File: src/rtl/rob_wb_arbiter_pkg.sv
// Shared types for the ROB writeback arbiter: exception codes, the per-slot
// writeback payload and its reset value.
package rob_wb_arbiter_pkg;

  localparam int RobDepth = 32;
  localparam int RobIdW   = $clog2(RobDepth);
  localparam int ExpCodeW = 4;

  typedef enum logic [ExpCodeW-1:0] {
    EXP_NONE         = 4'd0,
    EXP_I_MISS_ALIGN = 4'd1,
    EXP_I_ACCESS     = 4'd2,
    EXP_ILLEGAL      = 4'd3,
    EXP_BREAK        = 4'd4,
    EXP_L_MISS_ALIGN = 4'd5,
    EXP_L_ACCESS     = 4'd6,
    EXP_S_MISS_ALIGN = 4'd7,
    EXP_S_ACCESS     = 4'd8,
    EXP_ECALL        = 4'd9
  } ExpCode_t;

  typedef struct packed {
    logic [RobIdW-1:0] rob_id;
    logic              exp_;
    ExpCode_t          exp_code;
    logic              pred_miss_;
    logic              jump_miss_;
  } WbReq_t;

  // Active-low flags idle high; id and code idle at zero.
  localparam WbReq_t WbReqRst = '{rob_id: '0, exp_: 1'b1, exp_code: EXP_NONE,
                                  pred_miss_: 1'b1, jump_miss_: 1'b1};

endpackage

File: src/rtl/rob_wb_arbiter_rr_select.sv
// Rotating-priority selector: grants the first valid bit at or after ptr_i,
// wrapping at NREQ. A constant zero pointer gives fixed lowest-index priority.
module rr_select #(
  parameter  int NREQ = 4,
  localparam int PW   = $clog2(NREQ)
) (
  input  logic [NREQ-1:0] vld_i,
  input  logic [PW-1:0]   ptr_i,
  output logic [NREQ-1:0] gnt_o,
  output logic [PW-1:0]   gnt_idx_o
);

  logic          found;
  logic [PW-1:0] idx;

  always_comb begin
    gnt_o     = '0;
    gnt_idx_o = '0;
    found     = 1'b0;
    idx       = '0;
    for (int off = 0; off < NREQ; off++) begin
      idx = PW'((int'(ptr_i) + off) % NREQ);
      if (!found && vld_i[idx]) begin
        found      = 1'b1;
        gnt_o[idx] = 1'b1;
        gnt_idx_o  = idx;
      end
    end
  end

endmodule

File: src/rtl/rob_wb_arbiter.sv
// Collects completions from NREQ execution units into one registered ROB
// writeback port. Define WB_ARB_ROUND_ROBIN_EN for rotating priority.
module rob_wb_arbiter
  import rob_wb_arbiter_pkg::*;
#(
  parameter  int NREQ      = 4,
  parameter  int ROB_DEPTH = RobDepth,
  localparam int ROB       = $clog2(ROB_DEPTH),
  localparam int PW        = $clog2(NREQ)
) (
  input  logic                     clk,
  input  logic                     reset_,
  input  logic                     flush_,
  input  logic [NREQ-1:0]          req_e_,
  input  logic [NREQ*ROB-1:0]      req_rob_id,
  input  logic [NREQ-1:0]          req_exp_,
  input  logic [NREQ*ExpCodeW-1:0] req_exp_code,
  input  logic [NREQ-1:0]          req_pred_miss_,
  input  logic [NREQ-1:0]          req_jump_miss_,
  output logic [NREQ-1:0]          req_busy,
  output logic                     wb_e_,
  output logic [ROB-1:0]           wb_rob_id,
  output logic                     wb_exp_,
  output logic [ExpCodeW-1:0]      wb_exp_code,
  output logic                     wb_pred_miss_,
  output logic                     wb_jump_miss_
);

  logic [NREQ-1:0] vld_q, vld_d;
  WbReq_t          slot_q [NREQ];
  WbReq_t          slot_d [NREQ];
  WbReq_t          wb_q, wb_d;
  logic            wb_e_q, wb_e_d;
  logic [NREQ-1:0] gnt;
  logic [PW-1:0]   gnt_idx;
  logic [PW-1:0]   ptr_sel;
  logic            gnt_any;

  rr_select #(.NREQ(NREQ)) u_rr_select (
    .vld_i     (vld_q),
    .ptr_i     (ptr_sel),
    .gnt_o     (gnt),
    .gnt_idx_o (gnt_idx)
  );

  assign gnt_any = |gnt;

`ifdef WB_ARB_ROUND_ROBIN_EN
  logic [PW-1:0] ptr_q, ptr_d;

  // Pointer is left alone on flush so fairness carries across the flush.
  always_comb begin
    ptr_d = ptr_q;
    if (flush_ && gnt_any)
      ptr_d = (gnt_idx == PW'(NREQ - 1)) ? '0 : gnt_idx + 1'b1;
  end

  always_ff @(posedge clk or negedge reset_) begin
    if (!reset_) ptr_q <= '0;
    else         ptr_q <= ptr_d;
  end

  assign ptr_sel = ptr_q;
`else
  assign ptr_sel = '0;
`endif

  always_comb begin
    vld_d  = vld_q;
    slot_d = slot_q;
    wb_d   = wb_q;
    wb_e_d = 1'b1;
    if (!flush_) begin
      vld_d = '0;
    end else begin
      if (gnt_any) begin
        wb_d   = slot_q[gnt_idx];
        wb_e_d = 1'b0;
      end
      vld_d = vld_q & ~gnt;
      // Load gated by the pre-grant valid: a slot granted now stays closed.
      for (int i = 0; i < NREQ; i++) begin
        if (!req_e_[i] && !vld_q[i]) begin
          vld_d[i]             = 1'b1;
          slot_d[i].rob_id     = RobIdW'(req_rob_id[i*ROB +: ROB]);
          slot_d[i].exp_       = req_exp_[i];
          slot_d[i].exp_code   = ExpCode_t'(req_exp_code[i*ExpCodeW +: ExpCodeW]);
          slot_d[i].pred_miss_ = req_pred_miss_[i];
          slot_d[i].jump_miss_ = req_jump_miss_[i];
        end
      end
    end
  end

  always_ff @(posedge clk or negedge reset_) begin
    if (!reset_) begin
      vld_q  <= '0;
      wb_e_q <= 1'b1;
      wb_q   <= WbReqRst;
      for (int i = 0; i < NREQ; i++) slot_q[i] <= WbReqRst;
    end else begin
      vld_q  <= vld_d;
      wb_e_q <= wb_e_d;
      wb_q   <= wb_d;
      for (int i = 0; i < NREQ; i++) slot_q[i] <= slot_d[i];
    end
  end

  assign req_busy      = vld_q;
  assign wb_e_         = wb_e_q;
  assign wb_rob_id     = ROB'(wb_q.rob_id);
  assign wb_exp_       = wb_q.exp_;
  assign wb_exp_code   = wb_q.exp_code;
  assign wb_pred_miss_ = wb_q.pred_miss_;
  assign wb_jump_miss_ = wb_q.jump_miss_;

endmodule

File: config.mk
export PLATFORM = sky130hd
export DESIGN_NAME = rob_wb_arbiter
export DESIGN_NICKNAME = d
export VERILOG_FILES = /design/src/rtl/rob_wb_arbiter_pkg.sv /design/src/rtl/rob_wb_arbiter_rr_select.sv /design/src/rtl/rob_wb_arbiter.sv
export SDC_FILE = /design/constraint.sdc
export NUM_CORES = 1
export LEC_CHECK = 0
export BUFFER_PORTS_ARGS = -buffer_cell sky130_fd_sc_hd__buf_4
export CORE_MARGIN = 1.5
export CORE_UTILIZATION = 49
export CTS_CLUSTER_DIAMETER = 60
export DETAILED_ROUTE_END_ITERATION = 10
export PLACE_DENSITY = 0.75
export SLEW_MARGIN = 20
export SYNTH_ARGS = -nofsm -noshare
export SYNTH_HDL_FRONTEND = slang
export SYNTH_HIERARCHICAL = 1
export SYNTH_SLANG_ARGS = --single-unit
File: constraint.sdc
create_clock -name clk -period 2.7 [get_ports clk]
set_input_delay 0.405 -clock clk [delete_from_list [all_inputs] [get_ports clk]]
set_output_delay 0.405 -clock clk [all_outputs]
set_load 0.01 [all_outputs]
==> results of run 1 <==
area by class of cell:
| class | count | area [sq um] |
|---|---|---|
| timing repair buffer | 82 | 628 |
| multi-input combinational | 148 | 1570 |
| clock inverter | 4 | 52.6 |
| inverter | 3 | 11.3 |
| sequential | 65 | 1650 |
| tap | 77 | 96.3 |
| fill | 496 | 2270 |
| clock buffer | 12 | 145 |
stage by stage:
stage / instances / setup WS [ns] / util
3_3_place_gp: 375 / 0.179 / 0.615
6_report: 391 / 0.170 / 0.647
4_1_cts: 391 / 0.154 / 0.646
2_1_floorplan: 230 / 0.0249 / -
3_5_place_dp: 375 / 0.186 / 0.615
5_1_grt: 391 / 0.0980 / 0.647
cell families after synthesis:
kind of cell    after synthesis
mux                          81
fa+ha+maj                     5
compound gates               22
flops                        65
buf+inv                      17
other cells                   1
simple gates                 32
report_power, final:
part | leakage [nW] | internal (W) | total [W] | switching, W
clock | 0.101 | 0.000454 | 0.000813 | 0.000360
combinational | 0.967 | 0.000572 | 0.000935 | 0.000363
sequential | 0.749 | 0.00127 | 0.00140 | 0.000133
metal layers:
| layer | part of all wire | vias to the layer above | routed length, microns | track usage |
|---|---|---|---|---|
| met5 | 0 | - | 0 | 0 |
| met1 | 0.41 | 1105 | 2830 | 0.250 |
| li1 | - | 991 | - | - |
| met3 | 0.049 | 16 | 337 | 0.0554 |
| met2 | 0.52 | 64 | 3560 | 0.348 |
| met4 | 0.023 | 0 | 160 | 0.101 |
state kept, by name (all words and copies together), names as in the netlist:
register / count
slot_q: 48
wb_rob_id: 5
req_busy: 4
wb_exp_code: 4
wb_e_: 1
wb_exp_: 1
wb_jump_miss_: 1
wb_pred_miss_: 1
placed cells by master, fill, tap and decap left out, types with 2 or more instances in the layout:
| master | Yosys | routed |
|---|---|---|
| inv_1 | 3 | 3 |
| a221o_2 | 4 | 4 |
| mux2_2 | 60 | 60 |
| clkbuf_1 | 1 | 2 |
| nand2b_1 | 2 | 2 |
| nand2_1 | 10 | 10 |
| nor3b_2 | 4 | 4 |
| conb_1 | 1 | 8 |
| nor3b_1 | 2 | 2 |
| o21ai_0 | 8 | 8 |
| clkbuf_8 | 0 | 10 |
| mux4_2 | 13 | 13 |
| and2_1 | 4 | 4 |
| dfstp_2 | 16 | 16 |
| mux4_1 | 2 | 2 |
| ha_1 | 5 | 5 |
| mux2i_1 | 6 | 6 |
| clkinv_4 | 0 | 2 |
| buf_4 | 4 | 81 |
| dfrtp_1 | 49 | 49 |
| and3b_1 | 2 | 2 |
| nor2_1 | 3 | 3 |
worst min path at each step:
| stage | startpoint | cells after the start | end | slack [ns] |
|---|---|---|---|---|
| global route | reset_ | 1 | slot_q[4]$_DFFE_PN0P_ | 0.20 |
| floorplan | reset_ | 0 | req_busy[0]$_DFF_PN0_ | 0.11 |
| global placement | slot_q[33]$_DFFE_PN0P_ | 1 | slot_q[33]$_DFFE_PN0P_ | 0.48 |
| detailed placement | slot_q[19]$_DFFE_PN0P_ | 1 | slot_q[19]$_DFFE_PN0P_ | 0.49 |
| finish | reset_ | 1 | slot_q[3]$_DFFE_PN0P_ | 0.15 |
| CTS | reset_ | 1 | slot_q[3]$_DFFE_PN0P_ | 0.17 |
timing repair:
action / 4_1_cts / 5_1_grt
gates resized for setup: 0 / 1
hold buffers: 0 / 0
setup endpoints to repair: 0 / 9
hold endpoints to repair: 0 / 0
==> key figures, run 1 <==
Power
  • P_leak: 1.82 nW
  • VDD IR max: 0.457 mV
  • PwrDens: 759 mW/mm^2
  • Total power: 0.00315 W

Flow run
  • Max-Cap Viols: 0

Clock tree
  • Post-CTS Setup Inserts: 0
  • Worst-case clock buffer depth: 2
  • TritonCTS clock tree: built
  • Total CTS buffers: 9
  • Clk sink count: 65
  • Clock transition at path regs: 0.07 ns
  • Worst skew pair latency: 0.34 ns
  • Root Buffer: clkbuf_8
  • H-Tree Depth: 3

Worst setup path
  • Critical path type: reg2reg
  • Slowest stage delay, CP: 0.53 ns
  • Capture point of the critical path: wb_exp_code[1]$_DFFE_PN0P_
  • Worst Setup Start Kind: register
  • R2R cell count: 7
  • Worst EP required: 2.92 ns
  • Critical path origin: req_busy[1]$_DFF_PN0_
  • Slowest CP cell: mux4_2
  • Worst setup EP type: register
  • Critical Path Stages: 7
  • Register-to-register setup slack: 0.17 ns
  • Worst r2r dst: wb_exp_code[1]$_DFFE_PN0P_
  • Worst path arrival time: 2.75 ns
  • Family with the most delay on the worst path: multiplexers
  • Worst-path maximum fanout: 13
  • Worst-path cell chain: mux4_2 > nand2_1 > o21ai_0 > a221o_2 > o41ai_4 > buf_4 > mux2_2
  • RR Startpoint: req_busy[1]$_DFF_PN0_
  • Buffers & Inverters on Critical Path: 1

Synthesis
  • Xor/xnor share of the synthesized area: 0
  • Area contributors post-synth: dfrtp_1 37%, mux2_2 21%, dfstp_2 13%, mux4_2 8.9%, ha_1 1.9%
  • Count of cell types in the netlist: 37
  • YS warnings: 6
  • Post-synthesis sequential area ratio: 0.500
  • Adder-Cell Fraction of Synth Area: 0.0190
  • Asr flop ratio synth: 1.00
  • Main combinational cell family by area after synthesis: multiplexers
  • Synth Flop Type: dfrtp_1
  • Post-synthesis simple-gate area fraction: 0.0635
  • Synth Area in Compound Gates: 0.0547
  • Synth top area share: 0.372
  • Mux cell area share after synthesis: 0.328
  • Synthesized cell area: 0.00329 sq mm
  • Number of synthesized flops with an enable pin: 0
  • Synth cell count leaders: 60 x mux2_2, 49 x dfrtp_1, 16 x dfstp_2, 13 x mux4_2, 10 x nand2_1
  • Syn avg cell area: 14.8 sq um
  • Seq cells post-synth: 65
  • Cell count after synthesis: 223
  • Cell taking the most area after synthesis: dfrtp_1
  • Cell with the most instances after synthesis: mux2_2

Floorplanning
  • Chip height: 85.0 microns
  • Die W: 85.0 microns
  • Starting Density: 0.513
  • Die area: 0.00722 sq mm
  • Row Count: 29
  • # IOs: 72
  • Core ar.: 0.00642 sq mm

Timing
  • Slew HR: 0.485
  • Setup Skew: 0.0112 ns
  • Final setup viols: 0
  • Final worst-path cycle share: 0.937
  • Worst-margin pin slew: 0.773 ns
  • Final-report max-slew violation count: 0
  • Final Hold Viols: 0
  • Setup TNS: 0 ns
  • Fmax: 0.395 GHz
  • RSZ-0062 raised after global routing: false
  • Final min period: 2.53 ns
  • WHS: 0.150 ns

Placement
  • Routability Congestion: 0.935
  • HPWL after DPL: 5.05 mm
  • PortBufs: 71
  • Post-DP Area: 0.00395 sq mm

Route
  • Vias per std cell: 5.57
  • Total wire length: 6.89 mm
  • DR iter-0 viols: 155
  • Vias: 2,176
  • Drt pass-1 iters: 7
  • Drt wl/cell: 17.6 microns
  • DRC viols: 6
  • Remaining antenna violation count after routing: 0

Global routing
  • Vias in the first global route: 2,280
  • Global route overflow: 0
  • GR Util All Layers: 0.208
  • Initial antenna violation count: 0
  • Global-route wire length before repair: 11.2 mm
  • Largest net degree at the start of global routing: 66

Hold path
  • Min-Delay Path Class: in2async

Final layout
  • Nets: 369
  • Ant diodes: 0
  • Share of cells above drive strength 1: 0.634
  • Post-route cell area: 0.00415 sq mm
  • Synthesis-to-finish area growth: 26.2%

Outcome
  • Failing checks: DRC
  • Outcome: finished, violations left
Power figures use the tool's default switching activity.
==> inputs of run 2 (changes only) <==
--- a/config.mk
+++ b/config.mk
@@ -7,10 +7,11 @@
 export LEC_CHECK = 0
 export BUFFER_PORTS_ARGS = -buffer_cell sky130_fd_sc_hd__buf_4
 export CORE_MARGIN = 1.5
-export CORE_UTILIZATION = 49
+export CORE_UTILIZATION = 51
+export CTS_BUF_LIST = sky130_fd_sc_hd__clkbuf_8
 export CTS_CLUSTER_DIAMETER = 60
 export DETAILED_ROUTE_END_ITERATION = 10
-export PLACE_DENSITY = 0.75
+export PLACE_DENSITY = 0.78
 export SLEW_MARGIN = 20
 export SYNTH_ARGS = -nofsm -noshare
 export SYNTH_HDL_FRONTEND = slang
==> run 2 against run 1 <==
The flow now finishes without violations. Worst setup slack worse by 0.044 ns. Sequential share of layout area is 0.13 points higher. First-iteration DRC count is 47% lower. Register-to-register slack worse by 0.04 ns. Count of clock-buffer cells in the layout is 2 lower. Global-route usage is 0.41 points higher. Critical path depth is 1 lower. Core utilization is 1.3 points higher.
==> key figures, run 2 (synthesis results as in run 1) <==
Outcome
  • Outcome: complete, no violations

Final layout
  • Synthesis-to-finish area growth: 25.8%
  • Non-filler cells, final: 391 (unchanged)
  • Leading cell type in the layout, fill and taps excluded: buf_4
  • Ant diodes: 0 (unchanged)
  • Post-route cell area: 0.00414 sq mm (-0.33%)
  • Share of cells above drive strength 1: 0.627 (-0.00637)
  • Nets: 369 (unchanged)
  • Max reg flops: 48 (unchanged)
  • Most frequent cells in the layout: 81 x buf_4, 60 x mux2_2, 49 x dfrtp_1
  • Biggest register: slot_q

Timing
  • RSZ-0062 raised after global routing: false
  • Setup Skew: 0.00675 ns (-0.00445 ns)
  • Final Hold Viols: 0 (unchanged)
  • Final worst-path cycle share: 0.953 (+0.0162)
  • Final min period: 2.57 ns (+0.0437 ns)
  • WHS: 0.150 ns (-0.00000700 ns)
  • Slew HR: 0.471 (-0.0140)
  • Final-report max-slew violation count: 0 (unchanged)
  • Final setup viols: 0 (unchanged)
  • Fmax: 0.389 GHz (-1.7%)
  • Worst-margin pin slew: 0.794 ns (+0.0210 ns)
  • Setup TNS: 0 ns (unchanged)

Route
  • Total wire length: 6.91 mm (+0.20%)
  • Remaining antenna violation count after routing: 0 (unchanged)
  • DR iter-0 viols: 82 (-47%)
  • Vias: 2,176 (unchanged)
  • Drt wl/cell: 17.7 microns (+0.20%)
  • Drt pass-1 iters: 4 (-3)
  • DRC viols: 0 (-6)
  • Vias per std cell: 5.57 (unchanged)

Clock tree
  • Post-CTS Setup Inserts: 0 (unchanged)
  • TritonCTS clock tree: built
  • Total CTS buffers: 9 (unchanged)
  • Clk sink count: 65 (unchanged)
  • Worst-case clock buffer depth: 2 (unchanged)
  • Clock transition at path regs: 0.07 ns (about the same)
  • H-Tree Depth: 3 (unchanged)
  • Post-CTS resize count: 0 (unchanged)
  • # hold bufs at CTS: 0 (unchanged)
  • Root Buffer: clkbuf_8
  • Worst skew pair latency: 0.34 ns (about the same)

Power
  • Sequential Power Share: 0.448 (+0.003)
  • Net Sw Frac: 0.269 (-0.00291)
  • Switching power: 0.000838 W (-2.2%)
  • PwrDens: 753 mW/mm^2 (-0.77%)
  • Power share of the clock group: 0.252 (-0.006)
  • VDD IR max: 0.473 mV (+3.6%)
  • Comb pwr share: 0.300 (+0.003)
  • P_leak: 1.82 nW (+0.46%)
  • Pint: 0.00228 W (-0.70%)

Floorplanning
  • Chip height: 83.3 microns (-1.9%)
  • Core ar.: 0.00628 sq mm (-2.3%)
  • # IOs: 72 (unchanged)
  • Starting Density: 0.524 (+0.0119)
  • Die area: 0.00695 sq mm (-3.8%)
  • Row Count: 29 (unchanged)
  • Die W: 83.3 microns (-1.9%)

Global routing
  • Global route overflow: 0 (unchanged)
  • Global-route wire length before repair: 11.3 mm (+0.74%)
  • Vias in the first global route: 2,280 (unchanged)
  • GR Util All Layers: 0.212 (+0.00410)
  • Largest net degree at the start of global routing: 66 (unchanged)
  • Initial antenna violation count: 0 (unchanged)

Worst setup path
  • Worst setup EP type: register
  • Register-to-register setup slack: 0.13 ns (-0.04 ns)
  • Worst-path cell chain: mux4_2 > nor2b_4 > a221o_2 > o41ai_4 > buf_4 > mux2_2
  • Slowest CP cell: mux4_2
  • Slowest stage delay, CP: 0.51 ns (-0.02 ns)
  • Buffers & Inverters on Critical Path: 1 (unchanged)
  • Worst path arrival time: 2.79 ns (+0.04 ns)
  • Worst Setup Start Kind: register
  • Worst EP required: 2.92 ns (about the same)
  • Worst-path maximum fanout: 13 (unchanged)
  • Family with the most delay on the worst path: multiplexers
  • Critical path type: reg2reg

Placement
  • HPWL after DPL: 4.79 mm (-5.0%)
  • Post-DP Area: 0.00395 sq mm (unchanged)
  • Cells after DPL: 375 (unchanged)
  • PortBufs: 71 (unchanged)
  • Routability Congestion: 0.815 (-13%)

Flow run
  • Max-Cap Viols: 0 (unchanged)

Hold path
  • Min-Delay Path Class: in2async
==> run 2: routing by layer <==
layer	GRT usage	share of wire	vias up
met5	0	0	-
met4	0.0833	0.024	0
met3	0.0686	0.067	19
met2	0.347	0.50	77
met1	0.262	0.40	1085
li1	-	-	995
==> run 2: path summary, 6_finish.rpt <==
kind | to | startpoint | cells after the start
min in group clk | slot_q[44]$_DFFE_PN0P_ | req_rob_id[1] | 2
max in group asynchronous | req_busy[0]$_DFF_PN0_ | reset_ | 1
max reg2reg | wb_rob_id[2]$_DFFE_PN0P_ | req_busy[2]$_DFF_PN0_ | 6
min | slot_q[43]$_DFFE_PN0P_ | reset_ | 1
min reg2reg | slot_q[21]$_DFFE_PN0P_ | slot_q[21]$_DFFE_PN0P_ | 1
max | wb_rob_id[2]$_DFFE_PN0P_ | req_busy[2]$_DFF_PN0_ | 6
==> run 2: power groups by stage <==
stage | Sequential [W] | Clock (W) | Combinational [W]
after global routing | 0.00143 | 0.000852 | 0.00101
after floorplan | 0.00143 | 0 | 0.000546
after global placement | 0.00140 | 0 | 0.000908
final | 0.00140 | 0.000786 | 0.000934
after detailed placement | 0.00141 | 0 | 0.000935
after CTS | 0.00140 | 0.000802 | 0.000939
==> run 2: layout make-up <==
| cell class | instances | area, sq um |
|---|---|---|
| Tap cell | 77 | 96.3 |
| Fill cell | 467 | 2140 |
| Sequential cell | 65 | 1650 |
| Clock inverter | 6 | 51.3 |
| Multi-Input combinational cell | 148 | 1570 |
| Timing Repair Buffer | 82 | 628 |
| Inverter | 3 | 11.3 |
| Clock buffer | 10 | 138 |
==> run 2: per-stage QoR <==
step	power, W	utilization	setup WS [ns]
floorplan	0.00197	-	0.0249
global placement	0.00231	0.629	0.199
detailed placement	0.00235	0.629	0.147
CTS	0.00314	0.660	0.130
global route	0.00329	0.660	0.0459
finish	0.00312	0.660	0.127
==> inputs of run 3 (changes only) <==
--- a/config.mk
+++ b/config.mk
@@ -7,11 +7,12 @@
 export LEC_CHECK = 0
 export BUFFER_PORTS_ARGS = -buffer_cell sky130_fd_sc_hd__buf_4
 export CORE_MARGIN = 1.5
-export CORE_UTILIZATION = 51
+export CORE_UTILIZATION = 50
 export CTS_BUF_LIST = sky130_fd_sc_hd__clkbuf_8
 export CTS_CLUSTER_DIAMETER = 60
+export CTS_CLUSTER_SIZE = 28
 export DETAILED_ROUTE_END_ITERATION = 10
-export PLACE_DENSITY = 0.78
+export PLACE_DENSITY = 0.76
 export SLEW_MARGIN = 20
 export SYNTH_ARGS = -nofsm -noshare
 export SYNTH_HDL_FRONTEND = slang
==> run 3 against run 2 <==
Routed wire length fell by 2.1%. Critical path depth rose by 1. Register-to-register slack barely moved. Die area rose by 1.9%. Count of clock-buffer cells in the layout rose by 1. Highest routed layer unchanged. Hold slack barely moved. Global-route usage barely moved. Via count fell by 0.87%. Worst setup slack got worse by 0.0033 ns.
==> key figures, run 3 (synthesis results as in run 1) <==
Outcome
  • Outcome: complete, no violations

Worst setup path
  • Worst r2r dst: wb_exp_code[0]$_DFFE_PN0P_
  • RR Startpoint: req_busy[0]$_DFF_PN0_
  • Critical path origin: req_busy[0]$_DFF_PN0_
  • R2R cell count: 7 (+1)
  • Worst setup EP type: register
  • Register-to-register setup slack: 0.12 ns (about the same)
  • Worst-path maximum fanout: 13 (unchanged)
  • Critical path type: reg2reg
  • Worst Setup Start Kind: register
  • Worst EP required: 2.92 ns (about the same)
  • Worst path arrival time: 2.80 ns (about the same)

Global routing
  • Initial antenna violation count: 0 (unchanged)
  • Global-route wire length before repair: 11.5 mm (+1.8%)
  • GR Util All Layers: 0.213 (+0.000441)
  • Largest net degree at the start of global routing: 66 (unchanged)
  • Vias in the first global route: 2,259 (-0.92%)
  • Global route overflow: 0 (unchanged)

Clock tree
  • Root Buffer: clkbuf_8
  • Worst skew pair latency: 0.34 ns (about the same)
  • TritonCTS clock tree: built
  • # hold bufs at CTS: 0 (unchanged)
  • Clk sink count: 65 (unchanged)
  • H-Tree Depth: 3 (unchanged)
  • Clock transition at path regs: 0.07 ns (about the same)
  • Total CTS buffers: 9 (unchanged)
  • Worst-case clock buffer depth: 2 (unchanged)

Route
  • DR iter-0 viols: 111 (+35%)
  • Drt wl/cell: 17.3 microns (-2.1%)
  • Drt pass-1 iters: 4 (unchanged)
  • Total wire length: 6.76 mm (-2.1%)
  • Vias per std cell: 5.52 (-0.87%)
  • Remaining antenna violation count after routing: 0 (unchanged)
  • DRC viols: 0 (unchanged)
  • Vias: 2,157 (-0.87%)

Timing
  • Final Hold Viols: 0 (unchanged)
  • Final min period: 2.58 ns (+0.00330 ns)
  • Setup TNS: 0 ns (unchanged)
  • WHS: 0.150 ns (-0.000117 ns)
  • Fmax: 0.388 GHz (-0.13%)
  • Post-route setup slack: 0.123 ns (-0.00330 ns)
  • Final setup viols: 0 (unchanged)
  • RSZ-0062 raised after global routing: false
  • Worst-margin pin slew: 0.799 ns (+0.00478 ns)
  • Final worst-path cycle share: 0.954 (+0.00122)
  • Slew HR: 0.467 (-0.00319)
  • Setup Skew: 0.00873 ns (+0.00198 ns)
  • Final-report max-slew violation count: 0 (unchanged)

Power
  • Total power: 0.00318 W (+2.1%)
  • P_leak: 1.82 nW (-0.36%)
  • VDD IR max: 0.450 mV (-4.9%)
  • PwrDens: 763 mW/mm^2 (+1.4%)

Final layout
  • Reg area: 0.00165 sq mm (unchanged)
  • Max reg flops: 48 (unchanged)
  • Leading cell type in the layout, fill and taps excluded: buf_4
  • Biggest register: slot_q
  • Ant diodes: 0 (unchanged)
  • Synthesis-to-finish area growth: 26.7%
  • Post-route cell area: 0.00417 sq mm (+0.73%)
  • Area of the multi-input gates: 0.00157 sq mm (+0.32%)
  • Most frequent cells in the layout: 81 x buf_4, 60 x mux2_2, 49 x dfrtp_1
  • Layout fillers: 472 (+1.1%)
  • Nets: 369 (unchanged)
  • Share of cells above drive strength 1: 0.640 (+0.0127)

Floorplanning
  • Die W: 84.1 microns (+0.96%)
  • Chip height: 84.1 microns (+0.96%)
  • Core ar.: 0.00635 sq mm (+1.2%)
  • Die area: 0.00708 sq mm (+1.9%)
  • Row Count: 29 (unchanged)
  • # IOs: 72 (unchanged)
  • Starting Density: 0.518 (-0.00599)

Placement
  • Routability Congestion: 0.863 (+5.9%)
  • PortBufs: 71 (unchanged)
  • HPWL after DPL: 4.75 mm (-0.81%)
  • Post-DP Area: 0.00395 sq mm (unchanged)
  • Setup Slack @ Placement: 0.127 ns (-0.0195 ns)

Hold path
  • Min-Delay Path Class: in2async

Flow run
  • Max-Cap Viols: 0 (unchanged)
## run 3: changes by cell type in the layout (fill, tap and decap cells not counted)
cell and change:
nor3_1 -1, clkinv_2 -2, nor3_2 +1, clkbuf_8 +1, clkinvlp_4 +2, inv_6 +1, clkinv_4 +1, inv_1 -3
## run 3: power breakdown
part / total (W) / internal, W / switching, W / leakage [nW]
Clock: 0.000858 / 0.000481 / 0.000377 / 0.102
Sequential: 0.00140 / 0.00127 / 0.000133 / 0.749
Combinational: 0.000923 / 0.000571 / 0.000351 / 0.967
## run 3: stage by stage
stage | std cells | util
floorplan | 230 | -
global placement | 375 | 0.622
detailed placement | 375 | 0.622
CTS | 391 | 0.656
global route | 391 | 0.657
finish | 391 | 0.657
## run 3: how the worst max path moves through the flow
stage,cells after the start,to,slack (ns)
final,7,wb_exp_code[0]$_DFFE_PN0P_,0.12
after global routing,7,wb_exp_code[3]$_DFFE_PN0P_,0.007
after CTS,7,wb_exp_code[0]$_DFFE_PN0P_,0.13
after detailed placement,7,wb_rob_id[4]$_DFFE_PN0P_,0.13
after global placement,6,wb_exp_code[0]$_DFFE_PN0P_,0.19
after floorplan,8,wb_exp_code[0]$_DFFE_PN0P_,0.02
## run 3: cell type report
class,instances,share of cell area
timing repair buffer,82,0.151
tap,77,0.0231
clock buffer,11,0.0363
sequential,65,0.395
clock inverter,5,0.0150
inverter,3,0.00270
multi-input combinational,148,0.377
## run 3: worst max-delay path, stage by stage, from the launching register on
cell     delay [ns]
dfrtp_1        0.44
mux4_2         0.57
nand2_1        0.10
o21ai_0        0.09
a221o_2        0.35
o41ai_4        0.28
buf_4          0.26
mux2_2         0.35
## run 3: timing repair
item,4_1_cts,5_1_grt
gates resized for setup,0,1
setup endpoints to repair,0,12
buffers inserted,0,0
## run 3: layer usage
layer  track usage  part of all wire  up-vias
met4        0.0849             0.021        0
met5             0                 0        -
met2         0.332              0.49       62
met3        0.0501             0.046       14
li1              -                 -      998
met1         0.290              0.44     1083
